<file path="src/rtl/mem_arb_pkg.sv">
// mem_arb_pkg -- shared types and default sizes for the memory port arbiter.
//   arb_state_e     : arbiter FSM state (IDLE, IF_BUSY, D_BUSY)
//   DEF_DATA_W      : default data bus width
//   DEF_ADDR_W      : default byte address width
//   DEF_MAX_WAIT    : default fetch-starvation limit (used with ARB_STARVE_GUARD_EN)
package mem_arb_pkg;

   localparam int DEF_DATA_W   = 32;
   localparam int DEF_ADDR_W   = 32;
   localparam int DEF_MAX_WAIT = 4;

   typedef enum logic [1:0] {
      IDLE    = 2'd0,
      IF_BUSY = 2'd1,
      D_BUSY  = 2'd2
   } arb_state_e;

endpackage

</file>
<file path="src/rtl/arb_wait_counter.sv">
// arb_wait_counter -- saturating up-counter with synchronous clear.
//   clk, reset : clock, synchronous active-high reset
//   inc        : count one more event (ignored once saturated)
//   clr        : clear to 0 (wins over inc)
//   at_max     : count has reached MAX
module arb_wait_counter #(
   parameter int MAX = 4
) (
   input  logic clk,
   input  logic reset,
   input  logic inc,
   input  logic clr,
   output logic at_max
);

   localparam int CNT_W = $clog2(MAX + 1);

   logic [CNT_W-1:0] count_q, count_d;

   always_comb begin
      count_d = count_q;
      if (clr)
         count_d = '0;
      else if (inc && (count_q != CNT_W'(MAX)))
         count_d = count_q + CNT_W'(1);
   end

   always_ff @(posedge clk) begin
      if (reset) count_q <= '0;
      else       count_q <= count_d;
   end

   assign at_max = (count_q == CNT_W'(MAX));

endmodule

</file>
<file path="src/rtl/mem_port_arbiter.sv">
// mem_port_arbiter -- shares one memory port between an instruction-fetch
// port (read only) and a data port (read/write). One access outstanding.
//   clk, reset                      : clock, synchronous active-high reset
//   if_req/if_addr -> if_gnt        : fetch request / combinational accept
//   if_valid/if_rdata               : fetch response pulse and data
//   d_req/d_we/d_addr/d_wdata       : data request
//   d_gnt, d_valid/d_rdata          : data accept, response pulse and data
//   m_addr/m_wdata/m_read/m_write   : registered memory request
//   m_rdata/m_ready                 : memory response
// Optional macro ARB_STARVE_GUARD_EN: after MAX_WAIT consecutive data grants
// that left a fetch waiting, the next grant goes to fetch. Without it, data
// always has priority.
module mem_port_arbiter
   import mem_arb_pkg::*;
#(
   parameter int DATA_W   = DEF_DATA_W,
   parameter int ADDR_W   = DEF_ADDR_W,
   parameter int MAX_WAIT = DEF_MAX_WAIT
) (
   input  logic              clk,
   input  logic              reset,
   input  logic              if_req,
   input  logic [ADDR_W-1:0] if_addr,
   output logic              if_gnt,
   output logic              if_valid,
   output logic [DATA_W-1:0] if_rdata,
   input  logic              d_req,
   input  logic              d_we,
   input  logic [ADDR_W-1:0] d_addr,
   input  logic [DATA_W-1:0] d_wdata,
   output logic              d_gnt,
   output logic              d_valid,
   output logic [DATA_W-1:0] d_rdata,
   output logic [ADDR_W-1:0] m_addr,
   output logic [DATA_W-1:0] m_wdata,
   output logic              m_read,
   output logic              m_write,
   input  logic [DATA_W-1:0] m_rdata,
   input  logic              m_ready
);

   arb_state_e        state_q, state_d;
   logic [ADDR_W-1:0] m_addr_q, m_addr_d;
   logic [DATA_W-1:0] m_wdata_q, m_wdata_d;
   logic              m_read_q, m_read_d;
   logic              m_write_q, m_write_d;
   logic              if_valid_q, if_valid_d;
   logic              d_valid_q, d_valid_d;
   logic [DATA_W-1:0] if_rdata_q, if_rdata_d;
   logic [DATA_W-1:0] d_rdata_q, d_rdata_d;

   logic idle;
   logic force_if;

   // No grant may escape while reset is held.
   assign idle   = (state_q == IDLE) && !reset;
   assign d_gnt  = idle && d_req && !(force_if && if_req);
   assign if_gnt = idle && if_req && !d_gnt;

`ifdef ARB_STARVE_GUARD_EN
   arb_wait_counter #(.MAX(MAX_WAIT)) u_wait_counter (
      .clk    (clk),
      .reset  (reset),
      .inc    (idle && if_req && d_gnt),
      .clr    (if_gnt),
      .at_max (force_if)
   );
`else
   assign force_if = 1'b0;
`endif

   always_comb begin
      state_d    = state_q;
      m_addr_d   = m_addr_q;
      m_wdata_d  = m_wdata_q;
      m_read_d   = m_read_q;
      m_write_d  = m_write_q;
      if_valid_d = 1'b0;
      d_valid_d  = 1'b0;
      if_rdata_d = if_rdata_q;
      d_rdata_d  = d_rdata_q;
      case (state_q)
         IDLE: begin
            // m_ready is deliberately not looked at here.
            m_read_d  = 1'b0;
            m_write_d = 1'b0;
            if (d_gnt) begin
               state_d   = D_BUSY;
               m_addr_d  = {d_addr[ADDR_W-1:2], 2'b00};
               m_wdata_d = d_wdata;
               m_read_d  = !d_we;
               m_write_d = d_we;
            end else if (if_gnt) begin
               state_d  = IF_BUSY;
               m_addr_d = {if_addr[ADDR_W-1:2], 2'b00};
               m_read_d = 1'b1;
            end
         end
         IF_BUSY: begin
            if (m_ready) begin
               state_d    = IDLE;
               m_read_d   = 1'b0;
               if_valid_d = 1'b1;
               if_rdata_d = m_rdata;
            end
         end
         D_BUSY: begin
            if (m_ready) begin
               state_d   = IDLE;
               m_read_d  = 1'b0;
               m_write_d = 1'b0;
               d_valid_d = 1'b1;
               // A write completes with zero read data.
               d_rdata_d = m_write_q ? '0 : m_rdata;
            end
         end
         default: state_d = IDLE;
      endcase
   end

   always_ff @(posedge clk) begin
      if (reset) begin
         state_q    <= IDLE;
         m_addr_q   <= '0;
         m_wdata_q  <= '0;
         m_read_q   <= 1'b0;
         m_write_q  <= 1'b0;
         if_valid_q <= 1'b0;
         d_valid_q  <= 1'b0;
         if_rdata_q <= '0;
         d_rdata_q  <= '0;
      end else begin
         state_q    <= state_d;
         m_addr_q   <= m_addr_d;
         m_wdata_q  <= m_wdata_d;
         m_read_q   <= m_read_d;
         m_write_q  <= m_write_d;
         if_valid_q <= if_valid_d;
         d_valid_q  <= d_valid_d;
         if_rdata_q <= if_rdata_d;
         d_rdata_q  <= d_rdata_d;
      end
   end

   assign m_addr   = m_addr_q;
   assign m_wdata  = m_wdata_q;
   assign m_read   = m_read_q;
   assign m_write  = m_write_q;
   assign if_valid = if_valid_q;
   assign d_valid  = d_valid_q;
   assign if_rdata = if_rdata_q;
   assign d_rdata  = d_rdata_q;

endmodule
</file>
<file path="config.mk">
export PLATFORM = sky130hd
export DESIGN_NAME = mem_port_arbiter
export DESIGN_NICKNAME = d
export VERILOG_FILES = /design/src/rtl/mem_arb_pkg.sv /design/src/rtl/arb_wait_counter.sv /design/src/rtl/mem_port_arbiter.sv
export SDC_FILE = /design/constraint.sdc
export NUM_CORES = 1
export LEC_CHECK = 0
export CAP_MARGIN = 10
export CORE_ASPECT_RATIO = 1.4
export CORE_MARGIN = 2
export CORE_UTILIZATION = 43
export CTS_CLUSTER_SIZE = 20
export DETAILED_ROUTE_END_ITERATION = 16
export PLACE_DENSITY = 0.83
export SETUP_SLACK_MARGIN = 0.5
export SLEW_MARGIN = 40
export SYNTH_ARGS = -nofsm -noshare
export SYNTH_HDL_FRONTEND = slang
export SYNTH_SLANG_ARGS = --single-unit
</file>
<file path="constraint.sdc">
create_clock -name clk -period 3.8 [get_ports clk]
set_input_delay 0.57 -clock clk [delete_from_list [all_inputs] [get_ports clk]]
set_output_delay 0.57 -clock clk [all_outputs]
set_load 0.1 [all_outputs]
</file>
==> impl_metrics.xml, run 1 <==
<?xml version="1.0" encoding="UTF-8"?>
<metrics>
  <group name="outcome">
    <metric name="run_status" unit="">complete, no violations</metric>
  </group>
  <group name="placed_design">
    <metric name="placed_area" unit="um^2">7134</metric>
    <metric name="port-buffer-count" unit="">261</metric>
    <metric name="place_worst_setup_slack" unit="ps">1376</metric>
    <metric name="finalWeightedCongestion" unit="">0.7846</metric>
    <metric name="post-dp-hpwl" unit="um">10580</metric>
  </group>
  <group name="route">
    <metric name="initial_detailed_routing_violation_count" unit="">182</metric>
    <metric name="route.vias.total" unit="">4832</metric>
    <metric name="drt-wirelength-per-cell" unit="um">16.20</metric>
    <metric name="detailroute.wirelength.met2" unit="um">7812</metric>
    <metric name="antenna_left" unit="">0</metric>
    <metric name="drc" unit="">0</metric>
    <metric name="firstDrtPassIters" unit="">5</metric>
    <metric name="number_of_vias_per_cell_after_detailed_routing" unit="">5.207</metric>
    <metric name="maxUsedRoutingLayer" unit="">met4</metric>
    <metric name="drt-met1-wl" unit="um">5684</metric>
    <metric name="finalWirelength" unit="um">15030</metric>
    <metric name="dr_wl_met3" unit="um">1024</metric>
  </group>
  <group name="synthesis">
    <metric name="synth.lib_cells_used.distinct" unit="">29</metric>
    <metric name="postSynthRegisterBits" unit="">132</metric>
    <metric name="synth_enable_flop_cells" unit="">0</metric>
    <metric name="yosysSeqAreaShare" unit="%">51.29</metric>
    <metric name="synthFlopType" unit="">sky130_fd_sc_hd__dfxtp_1</metric>
    <metric name="syn_inst" unit="">534</metric>
    <metric name="synth.avg_cell_area" unit="um^2">9.649</metric>
    <metric name="synth_warnings" unit="">0</metric>
    <metric name="postSynth.asyncResetShare" unit="%">0</metric>
    <metric name="synth.cell_area" unit="um^2">5152</metric>
  </group>
  <group name="layout">
    <metric name="area_delta_synth_final" unit="%">49.37</metric>
    <metric name="post_route_cells_drive_above_1_share" unit="%">26.38</metric>
    <metric name="layout.area.seq" unit="um^2">2643</metric>
    <metric name="most-common-layout-cells" unit="">sky130_fd_sc_hd__dfxtp_1 (132), sky130_fd_sc_hd__buf_2 (131), sky130_fd_sc_hd__clkdlybuf4s50_1 (127), sky130_fd_sc_hd__nand2_1 (99), sky130_fd_sc_hd__a21oi_1 (66)</metric>
    <metric name="layout.cells.most_common" unit="">sky130_fd_sc_hd__dfxtp_1</metric>
    <metric name="nNetsFinal" unit="">909</metric>
    <metric name="layout_utilization" unit="%">65.44</metric>
    <metric name="final.fill_count" unit="">984</metric>
    <metric name="multi_input_comb_area" unit="um^2">2271</metric>
    <metric name="antenna_cells_inserted" unit="">0</metric>
    <metric name="stdcell_area" unit="um^2">7696</metric>
  </group>
  <group name="floorplan">
    <metric name="die_h" unit="um">133.5</metric>
    <metric name="die_area" unit="um^2">12890</metric>
    <metric name="starting_density_of_the_core" unit="%">43.81</metric>
    <metric name="std_cell_rows" unit="">47</metric>
    <metric name="top_level_ports" unit="">268</metric>
    <metric name="core_region_area" unit="um^2">11760</metric>
    <metric name="die_width" unit="um">96.52</metric>
  </group>
  <group name="clock_tree">
    <metric name="clock_sinks" unit="">132</metric>
    <metric name="post-cts-setup-buffer-count" unit="">0</metric>
    <metric name="clk_pin_slew" unit="ps">50</metric>
    <metric name="post_cts_hold_buffer_count" unit="">0</metric>
    <metric name="tritoncts" unit="">yes</metric>
    <metric name="htree_levels" unit="">4</metric>
    <metric name="ctsResizeCount" unit="">0</metric>
    <metric name="tritoncts.num_buffers" unit="">17</metric>
    <metric name="clkLatencyLatePin" unit="ps">400</metric>
    <metric name="cts_root_buffer" unit="">sky130_fd_sc_hd__clkbuf_16</metric>
    <metric name="clockBufferDepth" unit="">2</metric>
  </group>
  <group name="critical_path">
    <metric name="worstSetupStartpointType" unit="">input port</metric>
    <metric name="worst-endpoint-required" unit="ps">3230</metric>
    <metric name="timing.critical_path.slowest_stage_cell" unit="">sky130_fd_sc_hd__buf_2</metric>
    <metric name="cp_slowest_stage_delay" unit="ps">570</metric>
    <metric name="timing.critical_path.to_type" unit="">primary output</metric>
    <metric name="cp.arrival" unit="ps">1840</metric>
    <metric name="crit_path_category" unit="">input port to primary output</metric>
    <metric name="worstPathCellList" unit="">buf_2, nand3b_1, buf_4, inv_2, buf_12</metric>
    <metric name="critPathMaxFanout" unit="">33</metric>
  </group>
  <group name="power">
    <metric name="pwr-share-comb" unit="%">29.2</metric>
    <metric name="clkPwrFrac" unit="%">35.4</metric>
    <metric name="internal_power_summed_over_all_cells" unit="mW">2.768</metric>
    <metric name="p_per_area" unit="nW/um^2">561.2</metric>
    <metric name="leak_pwr" unit="nW">3.438</metric>
    <metric name="seq_power_share" unit="%">35.4</metric>
    <metric name="netSwitchingPower" unit="mW">1.551</metric>
    <metric name="design_power_total" unit="mW">4.319</metric>
    <metric name="switching_part_of_the_total" unit="%">35.91</metric>
    <metric name="vdd_drop_max" unit="mV">0.3464</metric>
  </group>
  <group name="timing">
    <metric name="finalSetupViolCount" unit="">0</metric>
    <metric name="layout_worst_path_cycle_share" unit="%">63.47</metric>
    <metric name="finalHoldViolations" unit="">0</metric>
    <metric name="skew" unit="ps">8.001</metric>
    <metric name="finalWorstPathRequiredPeriod" unit="ps">2412</metric>
    <metric name="setup-tns-final" unit="ps">0</metric>
    <metric name="rsz0062_at_grt" unit="">false</metric>
    <metric name="timing.slew.headroom" unit="%">50.49</metric>
    <metric name="fin_max_slew_vios" unit="">0</metric>
    <metric name="worst_slack" unit="ps">1388</metric>
    <metric name="timing_worst_slew_pin_value" unit="ps">742.6</metric>
    <metric name="fmax" unit="MHz">414.6</metric>
  </group>
  <group name="run">
    <metric name="drv_cap" unit="">0</metric>
  </group>
  <group name="grt">
    <metric name="antenna_found_initial" unit="">0</metric>
    <metric name="number_of_global_route_vias_before_repair" unit="">4840</metric>
    <metric name="grt_pass1_wl" unit="um">23470</metric>
    <metric name="overflow_left_after_global_routing" unit="">0</metric>
    <metric name="grt_usage" unit="%">23.29</metric>
    <metric name="grt_max_degree" unit="">103</metric>
  </group>
  <group name="hold_path">
    <metric name="worstHoldPathType" unit="">flip-flop to flip-flop</metric>
  </group>
</metrics>
==> cell families after synthesis <==
family / after synthesis / synth area share, %
simple gates: 183 / 17.44
flops: 132 / 51.29
compound gates: 131 / 19.52
buf+inv: 54 / 5.124
mux: 30 / 5.828
fa+ha+maj: 3 / 0.7286
other cells: 1 / 0.07278
==> worst max-delay path, delay by kind of cell <==
kind / cells / cell delay [ps]
buffers and inverters: 4 / 1120
AND/OR/NAND/NOR: 1 / 140
==> layout make-up <==
| type | count | share of cell area [%] |
|---|---|---|
| sequential | 132 | 34.34 |
| timing repair buffer | 269 | 26.35 |
| clock buffer | 24 | 6.649 |
| inverter | 3 | 0.1463 |
| clock inverter | 4 | 0.6178 |
| tap | 147 | 2.390 |
| multi-input combinational | 349 | 29.51 |
==> final timing paths <==
path | cells after the start | slack (ps) | end | start
worst min-delay path | 2 | 450 | if_rdata[23] | if_rdata[23]
worst min register to register | 2 | 450 | if_rdata[23] | if_rdata[23]
worst max register to register | 6 | 1450 | m_addr[9] | state_q[1]
worst max-delay path | 5 | 1390 | d_gnt | d_req
==> power by group through the flow <==
| stage | Clock (mW) | Sequential [mW] | Combinational [mW] |
|---|---|---|---|
| 6_report | 1.53 | 1.53 | 1.26 |
| 5_1_grt | 1.62 | 1.54 | 1.31 |
| 4_1_cts | 1.56 | 1.53 | 1.27 |
| 3_5_place_dp | 0 | 1.56 | 1.26 |
| 3_3_place_gp | 0 | 1.56 | 1.34 |
| 2_1_floorplan | 0 | 2.23 | 0.297 |
==> cell usage after synthesis (2+ instances only) <==
master                       n  area share [%]
sky130_fd_sc_hd__a211oi_2   30             7.3
sky130_fd_sc_hd__a21oi_1    67             6.5
sky130_fd_sc_hd__a22o_1     32             5.4
sky130_fd_sc_hd__buf_1       3            0.22
sky130_fd_sc_hd__buf_2      21             2.0
sky130_fd_sc_hd__buf_4       3            0.44
sky130_fd_sc_hd__buf_6       3            0.66
sky130_fd_sc_hd__clkbuf_1   20             1.5
sky130_fd_sc_hd__dfxtp_1   132              51
sky130_fd_sc_hd__ha_1        3            0.73
sky130_fd_sc_hd__inv_1       2            0.15
sky130_fd_sc_hd__mux2i_1    30             5.8
sky130_fd_sc_hd__nand2_1   100             7.3
sky130_fd_sc_hd__nand2b_1    4            0.49
sky130_fd_sc_hd__nand3_1    34             3.3
sky130_fd_sc_hd__nand3b_1   34             5.0
sky130_fd_sc_hd__nor2_1      2            0.15
sky130_fd_sc_hd__nor2b_1     2            0.24
sky130_fd_sc_hd__or2_1       2            0.24
==> stage by stage <==
stage / hold slack, ps / cells
after global placement: 442.7 / 900
after CTS: 453.2 / 928
after detailed placement: 446.3 / 900
final: 452.4 / 928
after global routing: 471.7 / 928
after floorplan: 510.1 / 535
==> flip-flops by register name, summed over array words and instances (netlist names) <==
name and count:
m_addr 30, state_q 2, if_valid 1, m_write 1, m_wdata 32, if_rdata 32, d_valid 1, d_rdata 32
m_read 1
==> routing by layer <==
layer | vias up | track usage, %
met5 | - | 0
met4 | 0 | 10.95
met3 | 40 | 6.109
met2 | 193 | 39.85
met1 | 2251 | 26.45
li1 | 2348 | -
(Power assumes the default switching activity.)
==> inputs of run 2 (changes only) <==
Settings changed: CORE_UTILIZATION 43 to 36, PLACE_DENSITY 0.83 to 0.74.
Clock period 3.8 ns to 2 ns, I/O delays scaled along.
==> impl_metrics.xml, run 2 (synthesis gave the netlist of run 1 again) <==
<?xml version="1.0" encoding="UTF-8"?>
<metrics>
  <group name="outcome">
    <metric name="run_status" unit="">complete, no violations</metric>
  </group>
  <group name="route">
    <metric name="antenna_left" unit="">0</metric>
    <metric name="number_of_vias_per_cell_after_detailed_routing" unit="">5.055</metric>
    <metric name="finalWirelength" unit="um">16390</metric>
    <metric name="route.vias.total" unit="">5020</metric>
    <metric name="initial_detailed_routing_violation_count" unit="">199</metric>
    <metric name="firstDrtPassIters" unit="">4</metric>
    <metric name="drc" unit="">0</metric>
    <metric name="drt-wirelength-per-cell" unit="um">16.51</metric>
  </group>
  <group name="timing">
    <metric name="finalWorstPathRequiredPeriod" unit="ps">1756</metric>
    <metric name="finalSetupViolCount" unit="">0</metric>
    <metric name="fin_max_slew_vios" unit="">0</metric>
    <metric name="skew" unit="ps">7.819</metric>
    <metric name="timing.slew.headroom" unit="%">66.39</metric>
    <metric name="fmax" unit="MHz">569.4</metric>
    <metric name="layout_worst_path_cycle_share" unit="%">87.81</metric>
    <metric name="setup-tns-final" unit="ps">0</metric>
    <metric name="finalHoldViolations" unit="">0</metric>
    <metric name="rsz0062_at_grt" unit="">true</metric>
    <metric name="timing_worst_slew_pin_value" unit="ps">504.1</metric>
  </group>
  <group name="power">
    <metric name="vdd_drop_max" unit="mV">0.6684</metric>
    <metric name="pwr-share-comb" unit="%">30.1</metric>
    <metric name="netSwitchingPower" unit="mW">3.164</metric>
    <metric name="clkPwrFrac" unit="%">37.0</metric>
    <metric name="leak_pwr" unit="nW">3.634</metric>
    <metric name="internal_power_summed_over_all_cells" unit="mW">5.703</metric>
    <metric name="seq_power_share" unit="%">32.9</metric>
    <metric name="design_power_total" unit="mW">8.867</metric>
    <metric name="p_per_area" unit="nW/um^2">1045</metric>
    <metric name="switching_part_of_the_total" unit="%">35.68</metric>
  </group>
  <group name="layout">
    <metric name="nNetsFinal" unit="">933</metric>
    <metric name="layout.cells.most_common" unit="">sky130_fd_sc_hd__buf_4</metric>
    <metric name="antenna_cells_inserted" unit="">0</metric>
    <metric name="most-common-layout-cells" unit="">sky130_fd_sc_hd__buf_4 (149), sky130_fd_sc_hd__dfxtp_1 (129), sky130_fd_sc_hd__clkdlybuf4s50_1 (127), sky130_fd_sc_hd__nand2_1 (100), sky130_fd_sc_hd__a21oi_1 (65)</metric>
    <metric name="final.fill_count" unit="">1169</metric>
    <metric name="stdcell_area" unit="um^2">8486</metric>
    <metric name="area_delta_synth_final" unit="%">64.69</metric>
    <metric name="post_route_cells_drive_above_1_share" unit="%">29.70</metric>
    <metric name="layout_utilization" unit="%">60.72</metric>
  </group>
  <group name="clock_tree">
    <metric name="clk_pin_slew" unit="ps">60</metric>
    <metric name="htree_levels" unit="">4</metric>
    <metric name="tritoncts.num_buffers" unit="">17</metric>
    <metric name="clockBufferDepth" unit="">2</metric>
    <metric name="cts_root_buffer" unit="">sky130_fd_sc_hd__clkbuf_16</metric>
    <metric name="clkLatencyLatePin" unit="ps">400</metric>
    <metric name="tritoncts" unit="">yes</metric>
    <metric name="clock_sinks" unit="">132</metric>
    <metric name="post_cts_hold_buffer_count" unit="">0</metric>
  </group>
  <group name="floorplan">
    <metric name="die_h" unit="um">145.6</metric>
    <metric name="core_region_area" unit="um^2">13970</metric>
    <metric name="starting_density_of_the_core" unit="%">36.87</metric>
    <metric name="std_cell_rows" unit="">51</metric>
    <metric name="top_level_ports" unit="">268</metric>
    <metric name="die_area" unit="um^2">15300</metric>
    <metric name="die_width" unit="um">105.1</metric>
  </group>
  <group name="grt">
    <metric name="overflow_left_after_global_routing" unit="">0</metric>
    <metric name="antenna_found_initial" unit="">1</metric>
    <metric name="grt_usage" unit="%">20.72</metric>
    <metric name="grt_pass1_wl" unit="um">25580</metric>
    <metric name="grt_max_degree" unit="">44</metric>
    <metric name="number_of_global_route_vias_before_repair" unit="">5145</metric>
  </group>
  <group name="critical_path">
    <metric name="crit_path_category" unit="">flip-flop to primary output</metric>
    <metric name="worst-endpoint-required" unit="ps">1700</metric>
    <metric name="depth_of_the_most_critical_reg_to_reg_path" unit="">6</metric>
    <metric name="timing.critical_path.to_type" unit="">primary output</metric>
    <metric name="worstSetupStartpointType" unit="">flip-flop</metric>
    <metric name="rr_startpoint" unit="">state_q[0]</metric>
    <metric name="cp.arrival" unit="ps">1460</metric>
    <metric name="critPathMaxFanout" unit="">3</metric>
    <metric name="cp-startpoint" unit="">state_q[1]</metric>
  </group>
  <group name="placed_design">
    <metric name="finalWeightedCongestion" unit="">0.7431</metric>
    <metric name="post-dp-hpwl" unit="um">11440</metric>
    <metric name="port-buffer-count" unit="">261</metric>
    <metric name="placed_area" unit="um^2">7634</metric>
  </group>
  <group name="hold_path">
    <metric name="worstHoldPathType" unit="">input port to flip-flop</metric>
    <metric name="worstHoldStart" unit="">d_req</metric>
    <metric name="holdPathStages" unit="">3</metric>
  </group>
  <group name="run">
    <metric name="drv_cap" unit="">0</metric>
  </group>
</metrics>
## run 2: final cells by class
cell class                 instances  area, um^2  share of cell area, %
multi-input combinational        352        2313                  27.26
clock buffer                      17       425.4                  5.013
timing repair buffer             290        2653                  31.26
sequential                       132        2646                  31.19
tap                              185       231.5                  2.728
inverter                           3       16.27                 0.1917
clock inverter                    14       200.2                  2.359
## run 2: worst paths after layout
check,to,slack (ps)
min,state_q[1],260
max reg2reg,d_rdata[20],490
max,if_gnt,240
min reg2reg,if_rdata[13],450
## run 2: power by group through the flow
stage | logic, mW | clock network [mW] | registers [mW]
3_5_place_dp | 2.55 | 0 | 2.97
4_1_cts | 2.58 | 3.34 | 2.92
3_3_place_gp | 2.52 | 0 | 2.96
5_1_grt | 2.77 | 3.48 | 2.94
2_1_floorplan | 0.585 | 0 | 4.23
6_report | 2.67 | 3.28 | 2.92
## run 2: critical path, cell delays in order, from the launching register on
cell                      delay (ps)
sky130_fd_sc_hd__dfxtp_2         320
sky130_fd_sc_hd__inv_2            70
sky130_fd_sc_hd__ha_4            150
sky130_fd_sc_hd__nor2b_4         140
sky130_fd_sc_hd__and3b_4         200
sky130_fd_sc_hd__buf_12          170
## run 2: per-stage QoR
stage | hold slack (ps) | std cells | setup WS, ps
floorplan | 423.0 | 535 | 373.3
global placement | 443.4 | 946 | 280.9
detailed placement | 447.1 | 946 | 235.6
CTS | 243.1 | 983 | 219.9
global route | 277.2 | 993 | 202.1
finish | 256.6 | 993 | 243.8
## run 2: repair_timing
action	in CTS	in global routing
pin swaps	1	6
gates resized for setup	3	13
cloned	1	6
buffers inserted	5	4
endpoints found under the setup margin	32	30
## run 2: routing by layer
| metal | GRT usage [%] | part of all wire, % |
|---|---|---|
| met5 | 0 | 0.092 |
| met4 | 8.667 | 3.2 |
| met3 | 5.419 | 6.4 |
| met2 | 38.34 | 52 |
| met1 | 21.94 | 38 |
==> inputs of run 3 (changes only) <==
Settings changed: PLACE_DENSITY 0.74 to not set, PLACE_DENSITY_LB_ADDON set to 0.25.
==> impl_metrics.xml, run 3 (synthesis gave the netlist of run 1 again) <==
<?xml version="1.0" encoding="UTF-8"?>
<metrics>
  <group name="timing">
    <metric name="finalHoldViolations" unit="">0</metric>
    <metric name="setup-tns-final" unit="ps">0</metric>
    <metric name="fin_max_slew_vios" unit="">0</metric>
    <metric name="finalSetupViolCount" unit="">0</metric>
    <metric name="skew" unit="ps">7.417</metric>
    <metric name="finalWorstPathRequiredPeriod" unit="ps">1797</metric>
    <metric name="rsz0062_at_grt" unit="">true</metric>
    <metric name="layout_worst_path_cycle_share" unit="%">89.86</metric>
    <metric name="fmax" unit="MHz">556.4</metric>
  </group>
  <group name="route">
    <metric name="firstDrtPassIters" unit="">4</metric>
    <metric name="initial_detailed_routing_violation_count" unit="">236</metric>
    <metric name="drc" unit="">0</metric>
    <metric name="antenna_left" unit="">0</metric>
    <metric name="drt-wirelength-per-cell" unit="um">16.70</metric>
    <metric name="route.vias.total" unit="">4959</metric>
    <metric name="finalWirelength" unit="um">16480</metric>
    <metric name="number_of_vias_per_cell_after_detailed_routing" unit="">5.024</metric>
  </group>
  <group name="critical_path">
    <metric name="worstSetupStartpointType" unit="">flip-flop</metric>
    <metric name="timing.critical_path.to_type" unit="">primary output</metric>
    <metric name="worst-endpoint-required" unit="ps">1700</metric>
    <metric name="crit_path_category" unit="">flip-flop to primary output</metric>
    <metric name="cp_slowest_stage_delay" unit="ps">330</metric>
    <metric name="crit_buf_inv" unit="">2</metric>
    <metric name="timing.critical_path.slowest_stage_cell" unit="">sky130_fd_sc_hd__dfxtp_2</metric>
    <metric name="critPathMaxFanout" unit="">4</metric>
    <metric name="regToRegSetupSlack" unit="ps">490</metric>
    <metric name="regToRegEndpoint" unit="">m_addr[30]</metric>
    <metric name="cp.arrival" unit="ps">1500</metric>
    <metric name="depth_of_the_most_critical_reg_to_reg_path" unit="">7</metric>
    <metric name="critical-path-top-delay-family" unit="">simple AND/OR/NAND/NOR gates</metric>
    <metric name="worstPathCellList" unit="">inv_2, ha_4, nor2b_4, and3b_4, buf_12</metric>
    <metric name="rr_startpoint" unit="">state_q[1]</metric>
  </group>
  <group name="placed_design">
    <metric name="finalWeightedCongestion" unit="">0.8272</metric>
    <metric name="post-dp-hpwl" unit="um">11500</metric>
    <metric name="port-buffer-count" unit="">261</metric>
    <metric name="placed_area" unit="um^2">7629</metric>
  </group>
  <group name="layout">
    <metric name="stdcell_area" unit="um^2">8411</metric>
    <metric name="most-common-layout-cells" unit="">sky130_fd_sc_hd__buf_4 (144), sky130_fd_sc_hd__dfxtp_1 (129), sky130_fd_sc_hd__clkdlybuf4s50_1 (127), sky130_fd_sc_hd__nand2_1 (100), sky130_fd_sc_hd__a21oi_1 (66)</metric>
    <metric name="final.fill_count" unit="">1180</metric>
    <metric name="antenna_cells_inserted" unit="">0</metric>
    <metric name="nNetsFinal" unit="">926</metric>
    <metric name="post_route_cells_drive_above_1_share" unit="%">28.93</metric>
    <metric name="layout.cells.most_common" unit="">sky130_fd_sc_hd__buf_4</metric>
    <metric name="area_delta_synth_final" unit="%">63.23</metric>
  </group>
  <group name="clock_tree">
    <metric name="clk_pin_slew" unit="ps">60</metric>
    <metric name="clkLatencyLatePin" unit="ps">410</metric>
    <metric name="tritoncts.num_buffers" unit="">17</metric>
    <metric name="tritoncts" unit="">yes</metric>
    <metric name="clock_sinks" unit="">132</metric>
    <metric name="cts_root_buffer" unit="">sky130_fd_sc_hd__clkbuf_16</metric>
    <metric name="htree_levels" unit="">4</metric>
    <metric name="clockBufferDepth" unit="">2</metric>
  </group>
  <group name="floorplan">
    <metric name="die_h" unit="um">145.6</metric>
    <metric name="top_level_ports" unit="">268</metric>
    <metric name="std_cell_rows" unit="">51</metric>
    <metric name="core_region_area" unit="um^2">13970</metric>
    <metric name="die_width" unit="um">105.1</metric>
    <metric name="starting_density_of_the_core" unit="%">36.87</metric>
    <metric name="die_area" unit="um^2">15300</metric>
  </group>
  <group name="grt">
    <metric name="grt_max_degree" unit="">60</metric>
    <metric name="grt_pass1_wl" unit="um">25750</metric>
    <metric name="number_of_global_route_vias_before_repair" unit="">5191</metric>
    <metric name="grt_usage" unit="%">21.08</metric>
    <metric name="antenna_found_initial" unit="">0</metric>
    <metric name="overflow_left_after_global_routing" unit="">0</metric>
  </group>
  <group name="hold_path">
    <metric name="worstHoldStart" unit="">d_req</metric>
    <metric name="holdPathStages" unit="">3</metric>
    <metric name="hold_path_end" unit="">state_q[1]</metric>
    <metric name="worstHoldPathType" unit="">input port to flip-flop</metric>
  </group>
  <group name="power">
    <metric name="vdd_drop_max" unit="mV">0.5787</metric>
    <metric name="p_per_area" unit="nW/um^2">1057</metric>
    <metric name="leak_pwr" unit="nW">3.583</metric>
  </group>
  <group name="run">
    <metric name="drv_cap" unit="">0</metric>
  </group>
  <group name="outcome">
    <metric name="run_status" unit="">complete, no violations</metric>
  </group>
</metrics>
-- run 3: cell count changes in the layout (fill, tap and decap cells not counted), moves of 2 or more --
cell	delta
sky130_fd_sc_hd__buf_4	-5
sky130_fd_sc_hd__buf_12	-2
sky130_fd_sc_hd__clkbuf_8	+3
sky130_fd_sc_hd__inv_6	-2
sky130_fd_sc_hd__clkbuf_16	-2
sky130_fd_sc_hd__clkinvlp_4	+3
sky130_fd_sc_hd__clkinv_4	-3
-- run 3: through the flow --
step / power [mW] / setup slack, ps / hold WS (ps) / util (%) / cells
floorplan: 4.819 / 373.3 / 423.0 / - / 535
global placement: 5.488 / 322.1 / 443.3 / 54.59 / 942
detailed placement: 5.524 / 277.1 / 446.9 / 54.59 / 942
CTS: 8.924 / 201.7 / 310.3 / 59.67 / 982
global route: 9.201 / 153.5 / 326.5 / 60.18 / 987
finish: 8.886 / 202.8 / 323.2 / 60.18 / 987
-- run 3: timing repair --
action	in CTS	in global routing
pin swaps	1	3
buffers inserted	7	2
resized for setup	3	5
setup endpoints to repair	62	57
hold buffers	0	0
cloned	1	3
-- run 3: worst max-delay path by stage --
stage,cells past startpoint,startpoint,to,slack [ps]
3_5_place_dp,4,if_req,m_addr[5],280
4_1_cts,5,state_q[0],if_gnt,200
5_1_grt,5,state_q[1],if_gnt,150
6_report,5,state_q[1],if_gnt,200
3_3_place_gp,4,if_req,m_addr[6],320
2_1_floorplan,6,state_q[1],if_gnt,370
-- run 3: worst register-to-register path, cell delays in order, from the launching register on --
cell,delay [ps]
sky130_fd_sc_hd__dfxtp_2,330
sky130_fd_sc_hd__inv_2,70
sky130_fd_sc_hd__ha_4,160
sky130_fd_sc_hd__nor2b_4,150
sky130_fd_sc_hd__buf_4,220
sky130_fd_sc_hd__buf_16,190
sky130_fd_sc_hd__a21oi_1,100
sky130_fd_sc_hd__a211oi_2,210
-- run 3: power breakdown --
group / internal, mW / switching (mW)
logic: 0.754 / 1.87
registers: 2.82 / 0.0988
clock network: 2.19 / 1.15
-- run 3: cell type report --
class                      count  area (um^2)  area share [%]
clock buffer                  21        470.5           5.594
sequential                   132         2646           31.46
multi-input combinational    352         2308           27.45
timing repair buffer         283         2564           30.48
clock inverter                11        173.9           2.068
inverter                       3        16.27          0.1934
tap                          185        231.5           2.752
-- run 3: routing by layer --
layer  vias to the layer above  global-route usage (%)  share of wire, %
met2                       194                   38.64                52
met3                        35                   5.911               6.7
met1                      2342                   21.59                38
met4                         0                   10.73               3.3
met5                         -                       0                 0
li1                       2388                       -                 -
